==> src/rtl/display_scan_controller.sv <==
// display_scan_controller: dwell/blank digit scan sequencer with round-robin digit write arbiter
// Ports: clk_50MHz_i/rst_sync_ha_i clock and sync reset; enable_i scan enable; blank_mask_i per-digit dark mask;
//        req/addr/data/gnt _a/_b two write requesters; digit_o selected digit value; sel_o digit index;
//        T_o active-low anodes; frame_o pulse on 3->0 wrap
module display_scan_controller #(
    parameter int DWELL_CYCLES = 50000,
    parameter int BLANK_CYCLES = 500,
    parameter int CNT_W        = 16
) (
    input  logic       clk_50MHz_i,
    input  logic       rst_sync_ha_i,
    input  logic       enable_i,
    input  logic [3:0] blank_mask_i,
    input  logic       req_a_i,
    input  logic [1:0] addr_a_i,
    input  logic [3:0] data_a_i,
    output logic       gnt_a_o,
    input  logic       req_b_i,
    input  logic [1:0] addr_b_i,
    input  logic [3:0] data_b_i,
    output logic       gnt_b_o,
    output logic [3:0] digit_o,
    output logic [1:0] sel_o,
    output logic [3:0] T_o,
    output logic       frame_o
);
    typedef enum logic [1:0] {IDLE, SHOW, BLANK} state_e;
    state_e           state_q;
    logic [CNT_W-1:0] cnt_q;
    logic [1:0]       sel_q;
    logic [3:0]       t_q;
    logic             frame_q, gnt_a_q, gnt_b_q, pri_b_q;
    logic [3:0]       dig_q [4];
    logic             win_a, win_b, dwell_done, blank_done;
    logic [1:0]       sel_d;

    // pri_b_q set means B wins a tie; it flips to the loser after every grant
    assign win_a      = req_a_i && (!req_b_i || !pri_b_q);
    assign win_b      = req_b_i && !win_a;
    assign dwell_done = cnt_q == CNT_W'(DWELL_CYCLES - 1);
    assign blank_done = cnt_q == CNT_W'(BLANK_CYCLES - 1);
    assign sel_d      = sel_q + 2'd1;

    always_ff @(posedge clk_50MHz_i) begin
        if (rst_sync_ha_i) begin
            state_q <= IDLE;
            cnt_q   <= '0;
            sel_q   <= '0;
            t_q     <= 4'hF;
            frame_q <= 1'b0;
            gnt_a_q <= 1'b0;
            gnt_b_q <= 1'b0;
            pri_b_q <= 1'b0;
            for (int i = 0; i < 4; i++) dig_q[i] <= '0;
        end else begin
            frame_q <= 1'b0;
            gnt_a_q <= win_a;
            gnt_b_q <= win_b;
            if (win_a) dig_q[addr_a_i] <= data_a_i;
            else if (win_b) dig_q[addr_b_i] <= data_b_i;
            if (win_a || win_b) pri_b_q <= win_a;
            if (!enable_i) begin
                state_q <= IDLE;
                cnt_q   <= '0;
                t_q     <= 4'hF;
            end else begin
                case (state_q)
                    IDLE: begin
                        state_q <= SHOW;
                        cnt_q   <= '0;
                        t_q     <= ~(4'b0001 << sel_q);
                    end
                    SHOW: begin
                        if (dwell_done) begin
                            state_q <= BLANK;
                            cnt_q   <= '0;
                            t_q     <= 4'hF;
                        end else begin
                            cnt_q <= cnt_q + 1'b1;
                        end
                    end
                    BLANK: begin
                        if (blank_done) begin
                            state_q <= SHOW;
                            cnt_q   <= '0;
                            sel_q   <= sel_d;
                            t_q     <= ~(4'b0001 << sel_d);
                            frame_q <= sel_q == 2'd3;
                        end else begin
                            cnt_q <= cnt_q + 1'b1;
                        end
                    end
                    default: begin
                        state_q <= IDLE;
                        cnt_q   <= '0;
                        t_q     <= 4'hF;
                    end
                endcase
            end
        end
    end

    // the mask overrides the registered anode pattern immediately
    assign T_o     = t_q | {4{blank_mask_i[sel_q]}};
    assign sel_o   = sel_q;
    assign frame_o = frame_q;
    assign gnt_a_o = gnt_a_q;
    assign gnt_b_o = gnt_b_q;
    assign digit_o = dig_q[sel_q];
endmodule
==> config.mk <==
export PLATFORM = sky130hd
export DESIGN_NAME = display_scan_controller
export DESIGN_NICKNAME = d
export VERILOG_FILES = /design/src/rtl/display_scan_controller.sv
export SDC_FILE = /design/constraint.sdc
export NUM_CORES = 1
export LEC_CHECK = 0
export CORE_MARGIN = 8
export CORE_UTILIZATION = 25
export CTS_CLUSTER_DIAMETER = 40
export DETAILED_ROUTE_END_ITERATION = 12
export PLACE_DENSITY_LB_ADDON = 0.05
export SLEW_MARGIN = 20
export SYNTH_ARGS = -nofsm -noshare
export SYNTH_HDL_FRONTEND = slang
export SYNTH_SLANG_ARGS = --single-unit
==> constraint.sdc <==
create_clock -name clk_50MHz_i -period 4.65 [get_ports clk_50MHz_i]
set_input_delay 1.395 -clock clk_50MHz_i [delete_from_list [all_inputs] [get_ports clk_50MHz_i]]
set_output_delay 1.395 -clock clk_50MHz_i [all_outputs]
set_load 0.03 [all_outputs]
# After elaboration in Yosys (flattened, before gate mapping)
# Memories as Yosys holds them, arrays and structs flattened. A register that Yosys moved wholly into a read port is not among the register bits.
# Cells that the tools add are included.
# totals
register_bits	28
mem_bits_rw	16
in_bits	21
output_inout_bits	13
memories	1
# op_classes
add_sub_neg	2
magnitude_cmp	1
n_eq_ne	7
shifts	2
mux	28
n_bitwise	6
n_reduce_logical	14
# memory_table
name	words	width	rd	rd_clocked_by_memory_dff	wr	line	rtl
dig_q	4	4	1	1	4	33	logic [3:0] dig_q [4];
# op_table
cell	n
16-bit two-way mux	2
16-bit one-hot mux with 2 select lines	1
16-bit by 1-bit adder with 16-bit output, second input constant	1
16-bit == test, second input constant	1
16-bit by 9-bit == test with 1-bit output, second input constant	1
4-bit two-way mux	4
1-bit two-way mux	12
2-bit two-way mux	6
4-bit one-hot mux with 3 select lines	1
4-bit OR reduction	3
4-bit inverter	2
1-bit by 2-bit left shift with 4-bit output, first input constant	2
2-bit one-hot mux with 3 select lines	1
2-bit == test, second input constant	2
2-bit inequality test, second input constant	2
4-bit OR	1
1-bit zero test	3
2-bit by 3-bit < comparator with 1-bit output, second input constant	1
1-bit inverter	3
3-bit AND reduction	1
2-bit by 1-bit adder with 2-bit output, second input constant	1
1-bit binary-select mux with 2-bit select	1
2-bit by 1-bit == test with 1-bit output, second input constant	1
1-bit logical AND	2
other kinds (4)	5

# Longest topological paths before layout
# Gate-level depths: netlist of run 1.
# logic_depth
ltp_word	11
depth_mapped	7
mapped_depth_nobuf	6

# Least setup slack after synthesis of run 1
# OpenSTA, ideal clock, no wires.
# synth_timing
path_kind	input-to-output
start	input port blank_mask_i[3]
end	output port T_o[0]
arrival_time_ps	2228
required_ps	3255
path_slack_ps	1027
stages	2
n_path_buf	0
path_cell_list	mux4_2 > or2_2
# synth_via
elab_chain_len	3
# synth_lines
item	line	rtl
start: declaration	13	input logic [3:0] blank_mask_i,
1-bit binary-select mux with 2-bit select	104	assign T_o = t_q | {4{blank_mask_i[sel_q]}};
1-bit two-way mux (not written as such)	104	
4-bit OR	104	
end: declaration	24	output logic [3:0] T_o,
# Every way passes these cells. The select of a mux whose other input is x is not followed.

# Worst setup path in the final report of run 1
# layout_timing
start	input port blank_mask_i[3]
end	output port T_o[2]
# The elaborated chain is that of the path after synthesis.

==> results.cfg, run 1 <==
[synth]
yosysTopAreaCell = dfxtp_1
synth_flop_cell = dfxtp_1
synthTopCellsByArea = dfxtp_1, edfxtp_1, ha_1
avgSynthCellArea_sq_um = 10.58
ys_seq_area_share_pct = 48.19
synth_most_common_cell = dfxtp_1
synth_area_sq_um = 2243
synth_nets = 242
synthTopCellsByCount = dfxtp_1, nor2_1, inv_1
yosysWarnings = 0
synth_edf_count = 16
synth_cells = 212
yosysTopAreaCellShare_pct = 26.77
ys_ff_latch = 46
synth_cell_types = 51
synthArstFlopShare_pct = 0

[finish]
fin_nets = 278
final_core_util_pct = 31.94
area_delta_synth_final_pct = 24.15
fillers = 905
n_antenna_cell = 0
drive_gt1_share_pct = 12.05

[clock_network]
cts_hold_buf = 0
cts_max_level = 2
cts_tree = built
cts_resized = 0
numClockSinks = 46
clk_latency_ps = 300
clockBufferDepth = 2
cts_setup_buffers = 0
clockRootBuffer = clkbuf_8
numCtsBuffers = 5
path_clk_slew_ps = 90

[critical_path]
critical_path_class = input pin to primary output
cp_max_fo = 4
cp.required_ps = 3250
reg2reg_depth = 5
endpoint_kind = primary output
crit_arrival_ps = 3180
start_kind = input pin

[sta]
worst_slew_pin_slew_ps = 677.5
period_share_pct = 98.34
rsz0062_at_grt = no
max-slew-margin-rel_pct = 54.83
finalSetupViolCount = 0
timing.hold.ws_ps = 479.8
worst_slack_ps = 77.00
fmax_mhz = 218.7
period_needed_ps = 4573
finalSetupTns_ps = 0
slew_violations = 0
fin_skew_ps = 7.954
hold_violations = 0

[die]
initial_core_util_pct = 25.72
rows = 34
pin_count = 34
die_area_sq_um = 12260
dieWidth_um = 110.7
die_h_um = 110.7
core_sq_um = 8721

[place]
gp_congestion = 0.6623
place_hpwl_um = 3862
portBuffers = 33
post-place-ws_ps = 68.12

[routing]
wl_per_cell_um = 13.94
viasPerCell = 4.583
first_pass_iters = 4
drt_iter0_drc = 43
drtAntennaViolNets = 0
drc = 0
via_count = 1636
wl_um = 4975

[global_route]
use_met2_pct = 12.96
top_usage_layer = met2
antenna_found_initial = 0
grt_max_degree = 17
grt_use_met3_pct = 2.706
grt_pass1_vias = 1685
grt_pass1_wl_um = 8452
grt_use_total_pct = 8.413
grt.met1_usage_pct = 10.81
grt-ovfl-total = 0

[power_and_ir_drop]
p_leak_nw = 0.9682
ir_worst_vdd_uv = 115.1
power_density_nw_per_um2 = 278.7

[run]
cap_violations = 0

[outcome]
status = completed

[hold_path]
hp-class = flip-flop to flip-flop
min_path_cells = 1
[logic make-up after synthesis]
group / Yosys count / share of synthesized area (%)
flops: 46 / 48.19
compound gates: 27 / 8.701
xor+xnor: 11 / 4.294
mux: 12 / 8.254
fa+ha+maj: 9 / 5.020
simple gates: 83 / 21.25
buf+inv: 24 / 4.294
[final timing paths]
path                   start  endpoint  slack, ps
max          blank_mask_i[3]    T_o[2]         80
min                 cnt_q[0]  cnt_q[0]        480
max reg2reg         cnt_q[0]  cnt_q[9]       2590
min reg2reg         cnt_q[0]  cnt_q[0]        480
[cell type report]
cell class                      count  area, sq um  area share [%]
Clock buffer                        5        68.82           2.471
Clock inverter                      3        25.02          0.8985
Inverter                           20        75.07           2.695
Tap cell                          108        135.1           4.852
Multi-Input combinational cell    142         1070           38.41
Timing Repair Buffer               33        330.3           11.86
Sequential cell                    46         1081           38.81
[cells in the final DEF, fill, tap and decap left out, types with 2 or more instances in the layout]
cell / synthesis / layout
nand4_1: 3 / 3
inv_1: 20 / 20
nand2_1: 3 / 3
nor4_1: 3 / 3
ha_1: 9 / 9
nand3_1: 5 / 5
dfxtp_1: 30 / 30
clkbuf_8: 0 / 5
nand2b_1: 5 / 5
nor2b_1: 6 / 6
a22oi_1: 4 / 4
nor3_1: 3 / 3
clkdlybuf4s50_1: 0 / 33
o32a_1: 2 / 2
edfxtp_1: 16 / 16
and4_1: 2 / 2
and3_1: 2 / 2
o21ai_0: 4 / 4
a221oi_1: 4 / 4
xor2_1: 6 / 6
mux2i_1: 5 / 5
nor2_1: 29 / 29
mux4_2: 5 / 5
mux2_2: 2 / 2
xnor2_1: 5 / 5
or3_1: 2 / 2
a41oi_1: 2 / 2
a21oi_1: 5 / 5
or2_2: 5 / 5
[sequential cells by signal, summed over array words and instances (netlist names), named ones only]
signal / flops
cnt_q: 16
dig_q: 16
frame_o: 1
gnt_a_o: 1
gnt_b_o: 1
pri_b_q: 1
sel_o: 2
state_q: 2
t_q: 4
[stage by stage]
step	cells	cell area, sq um	total power, mW
after floorplan	212	2243	0.4915
after global placement	349	2688	0.5301
after detailed placement	349	2691	0.5298
after CTS	357	2785	0.7954
after global routing	357	2785	0.8182
final	357	2785	0.7762
[layer usage]
metal	vias to the layer above	part of all wire, %
met5	-	0
met4	0	1.4
met3	5	4.3
met2	30	45
met1	771	49
li1	830	-
[power breakdown]
group	switching, mW	leakage (nW)	internal (mW)	total (mW)
combinational	0.0423	0.515	0.0404	0.0827
sequential	0.00488	0.408	0.431	0.436
clock	0.149	0.0447	0.109	0.258
[worst max-delay path, stage by stage]
cell and delay (ps):
clkdlybuf4s50_1 390, mux4_2 500, or2_2 290, clkdlybuf4s50_1 600
No activity file was read; power rests on OpenSTA's default activity.
==> inputs of run 2 (changes only) <==
- SETUP_SLACK_MARGIN: unset -> 0.05
==> run 2 against run 1 <==
Effect of this change:
- sequential share of layout area down 0.14 points
- die area did not move
- cell area increased by 0.36%
- cell count did not move
- critical endpoint unchanged
- highest routed layer unchanged
==> results.cfg, run 2 (same netlist as run 1, synthesis figures left out) <==
[sta]
max-slew-margin-rel_pct = 54.67
worst_slack_ps = 436.6
period_share_pct = 90.61
finalSetupTns_ps = 0
fmax_mhz = 237.3
finalSetupViolCount = 0
worst_slew_pin_slew_ps = 679.9
slew_violations = 0
period_needed_ps = 4213
fin_skew_ps = 7.915
timing.hold.ws_ps = 479.8
hold_violations = 0
rsz0062_at_grt = no

[routing]
drtAntennaViolNets = 0
first_pass_iters = 4
maxUsedRoutingLayer = met4
viasPerCell = 4.597
wl_per_cell_um = 13.90
via_count = 1641
dr_wl_met2_um = 2252
drc = 0
drt_iter0_drc = 43
wl_met3_um = 235
drt-met1-wl_um = 2405
wl_um = 4964

[global_route]
grt-ovfl-total = 0
antenna_found_initial = 0
grt_pass1_wl_um = 8452
grt_pass1_vias = 1685
grt_use_total_pct = 8.413
grt_max_degree = 17

[finish]
stdcell_count = 357
reg_top3 = cnt_q: 16 flops, dig_q: 16 flops, t_q: 4 flops
n_antenna_cell = 0
drive_gt1_share_pct = 12.05
layout_commonest_cell = dfxtp_1
area_delta_synth_final_pct = 24.60
final_cell_mix = dfxtp_1, nor2_1, clkdlybuf4s50_1
fin_nets = 278

[clock_network]
cts_max_level = 2
cts_resized = 0
clk_latency_ps = 300
path_clk_slew_ps = 90
cts_tree = built
cts_hold_buf = 0
numCtsBuffers = 5
clockRootBuffer = clkbuf_8
cts_setup_buffers = 0
numClockSinks = 46
clockBufferDepth = 2

[die]
initial_core_util_pct = 25.72
pin_count = 34
core_sq_um = 8721
rows = 34
dieWidth_um = 110.7
die_h_um = 110.7
die_area_sq_um = 12260

[outcome]
status = completed

[place]
post-place-ws_ps = 68.12
portBuffers = 33
gp_congestion = 0.6623
place_hpwl_um = 3862
dp_cells = 349

[critical_path]
start_kind = input pin
cp_max_fo = 4
cp.required_ps = 3250
critical_path_class = input pin to primary output
r2r_setup_slack_ps = 2590
crit_arrival_ps = 2820
endpoint_kind = primary output

[run]
cap_violations = 0

[power_and_ir_drop]
p_leak_nw = 0.9689
ir_worst_vdd_uv = 115.0
power_density_nw_per_um2 = 277.6

[hold_path]
hp-class = flip-flop to flip-flop
## run 2: cell types whose count changed in the layout (fill, tap and decap cells not counted)
cell / delta
dlymetal6s2s_1: +4
clkdlybuf4s50_1: -4
## run 2: metal layers
| layer | track usage [%] | vias up |
|---|---|---|
| met5 | 0 | - |
| met4 | 2.703 | 0 |
| met3 | 2.706 | 5 |
| met2 | 12.96 | 32 |
| met1 | 10.81 | 774 |
| li1 | - | 830 |
## run 2: area by class of cell
cell class,count,area [sq um]
fillers,905,5926
clock buffers,5,68.82
inverters,20,75.07
clock inverters,3,25.02
flip-flops and latches,46,1081
multi-input cells,142,1070
well taps,108,135.1
repair buffers,33,340.3
## run 2: worst max-delay path, cell delays in order
cell	delay (ps)
clkdlybuf4s50_1	390
mux4_2	500
or2_2	290
dlymetal6s2s_1	240
## run 2: stage by stage
stage	util (%)	total power, mW	cell area (sq um)
after global routing	32.05	0.8179	2795
final	32.05	0.7759	2795
after floorplan	-	0.4915	2243
after global placement	30.82	0.5301	2688
after CTS	31.94	0.7954	2785
after detailed placement	30.86	0.5298	2691
## run 2: final timing paths
path              startpoint  cells past startpoint   endpoint
max          blank_mask_i[3]                      4     T_o[2]
min                 cnt_q[0]                      1   cnt_q[0]
max reg2reg         cnt_q[0]                      5  cnt_q[12]
min reg2reg         cnt_q[0]                      1   cnt_q[0]
## run 2: power by group
| group | switching (mW) | total (mW) | internal (mW) | leakage, nW |
|---|---|---|---|---|
| Clock | 0.149 | 0.258 | 0.109 | 0.0447 |
| Combinational | 0.0423 | 0.0825 | 0.0402 | 0.516 |
| Sequential | 0.00488 | 0.436 | 0.431 | 0.408 |
==> inputs of run 3 (changes only) <==
- clock period: 4.65 -> 4.15 ns (I/O delays scaled with it)
==> run 3 against run 2 <==
Effect of this change:
- clock skew about the same
- via count down 0.43%
- cell area about the same
- flip-flop and latch count unchanged
- sequential power up 12%
- clock-buffer cell count unchanged
- largest cell class unchanged
==> results.cfg, run 3 (same netlist as run 1, synthesis figures left out) <==
[global_route]
antenna_found_initial = 0
grt_pass1_wl_um = 8790
grt-ovfl-total = 0
grt_use_total_pct = 8.742
grt_pass1_vias = 1749
grt_max_degree = 17

[routing]
wl_um = 5046
drtAntennaViolNets = 0
drt_iter0_drc = 46
via_count = 1634
viasPerCell = 4.564
drc = 0
first_pass_iters = 4
wl_per_cell_um = 14.09

[place]
gp_congestion = 0.6303
dp_cells = 350
portBuffers = 33
place_hpwl_um = 3922
placed_area_sq_um = 2695

[finish]
area_delta_synth_final_pct = 24.48
fillers = 910
n_antenna_cell = 0
fin_area_sq_um = 2793
final_cell_mix = dfxtp_1, nor2_1, clkdlybuf4s50_1
fin_nets = 279
layout_commonest_cell = dfxtp_1
drive_gt1_share_pct = 13.20
stdcell_count = 358
reg_top3 = cnt_q: 16 flops, dig_q: 16 flops, t_q: 4 flops

[sta]
rsz0062_at_grt = no
period_share_pct = 96.89
timing.hold.ws_ps = 482.1
worst_slew_pin_slew_ps = 660.0
slew_violations = 0
finalSetupViolCount = 0
fin_skew_ps = 7.754
fmax_mhz = 248.7
hold_violations = 0
period_needed_ps = 4021
finalSetupTns_ps = 0
max-slew-margin-rel_pct = 55.66

[die]
die_h_um = 110.7
dieWidth_um = 110.7
die_area_sq_um = 12260
rows = 34
core_sq_um = 8721
initial_core_util_pct = 25.72
pin_count = 34

[clock_network]
clk_latency_ps = 300
cts_tree = built
clockRootBuffer = clkbuf_8
numCtsBuffers = 5
path_clk_slew_ps = 90
cts_max_level = 2
clockBufferDepth = 2
numClockSinks = 46

[critical_path]
endpoint_kind = primary output
cpMaxStageDelayCell = mux4_2
start_kind = input pin
cpPeakStageDelay_ps = 500
cp_max_fo = 4
reg2reg_from = cnt_q[0]
startpoint = blank_mask_i[3]
critical_path_class = input pin to primary output
cp.required_ps = 2900
cp_cell_sequence = clkdlybuf4s50_1, mux4_2, or2_2, dlygate4sd2_1
crit_arrival_ps = 2780

[power_and_ir_drop]
p_leak_nw = 0.9739
power_density_nw_per_um2 = 330.0
ir_worst_vdd_uv = 137.4

[hold_path]
hp-class = flip-flop to flip-flop
min_from = cnt_q[0]

[outcome]
status = completed

[run]
cap_violations = 0
run 3: area by class of cell:
class / count / area, sq um / area share, %
Timing Repair Buffer: 34 / 321.6 / 11.51
Clock inverter: 3 / 45.04 / 1.613
Multi-Input combinational cell: 142 / 1066 / 38.17
Sequential cell: 46 / 1081 / 38.71
Clock buffer: 5 / 68.82 / 2.464
Tap cell: 108 / 135.1 / 4.839
Inverter: 20 / 75.07 / 2.688
run 3: power by group:
part	internal [mW]	switching (mW)
logic	0.0443	0.0479
registers	0.483	0.00560
clock network	0.179	0.162
run 3: layer usage:
layer	vias to the layer above	share of wire (%)	routed length, um	track usage [%]
li1	829	-	-	-
met3	4	4.1	209	2.543
met2	32	46	2301	13.63
met4	0	0.99	50	2.703
met5	-	0	0	0
met1	769	49	2484	11.29
run 3: critical path: cells and delay by family:
| kind | cells | cell delay, ps |
|---|---|---|
| simple gates | 1 | 280 |
| buf+inv | 2 | 750 |
| mux | 1 | 500 |
run 3: worst paths after layout:
check | end | slack (ps) | cells after the start
max | T_o[0] | 130 | 4
max reg2reg | cnt_q[3] | 1910 | 6
min | cnt_q[0] | 480 | 1
min reg2reg | cnt_q[0] | 480 | 1
run 3: what timing repair did:
item | in CTS | in global routing
hold buffers | 0 | 0
buffers inserted | 0 | 0
setup endpoints to repair | 4 | 3
resized for setup | 4 | 6
endpoints found under the hold margin | 0 | 0
run 3: through the flow:
step,power (mW),worst slack [ps],utilization [%]
after floorplan,0.5508,827.1,-
after CTS,0.9411,104.3,32.15
after global routing,0.9691,52.84,32.02
after detailed placement,0.5940,-128.4,30.90
after global placement,0.5940,-131.6,30.90
final,0.9215,129.0,32.02
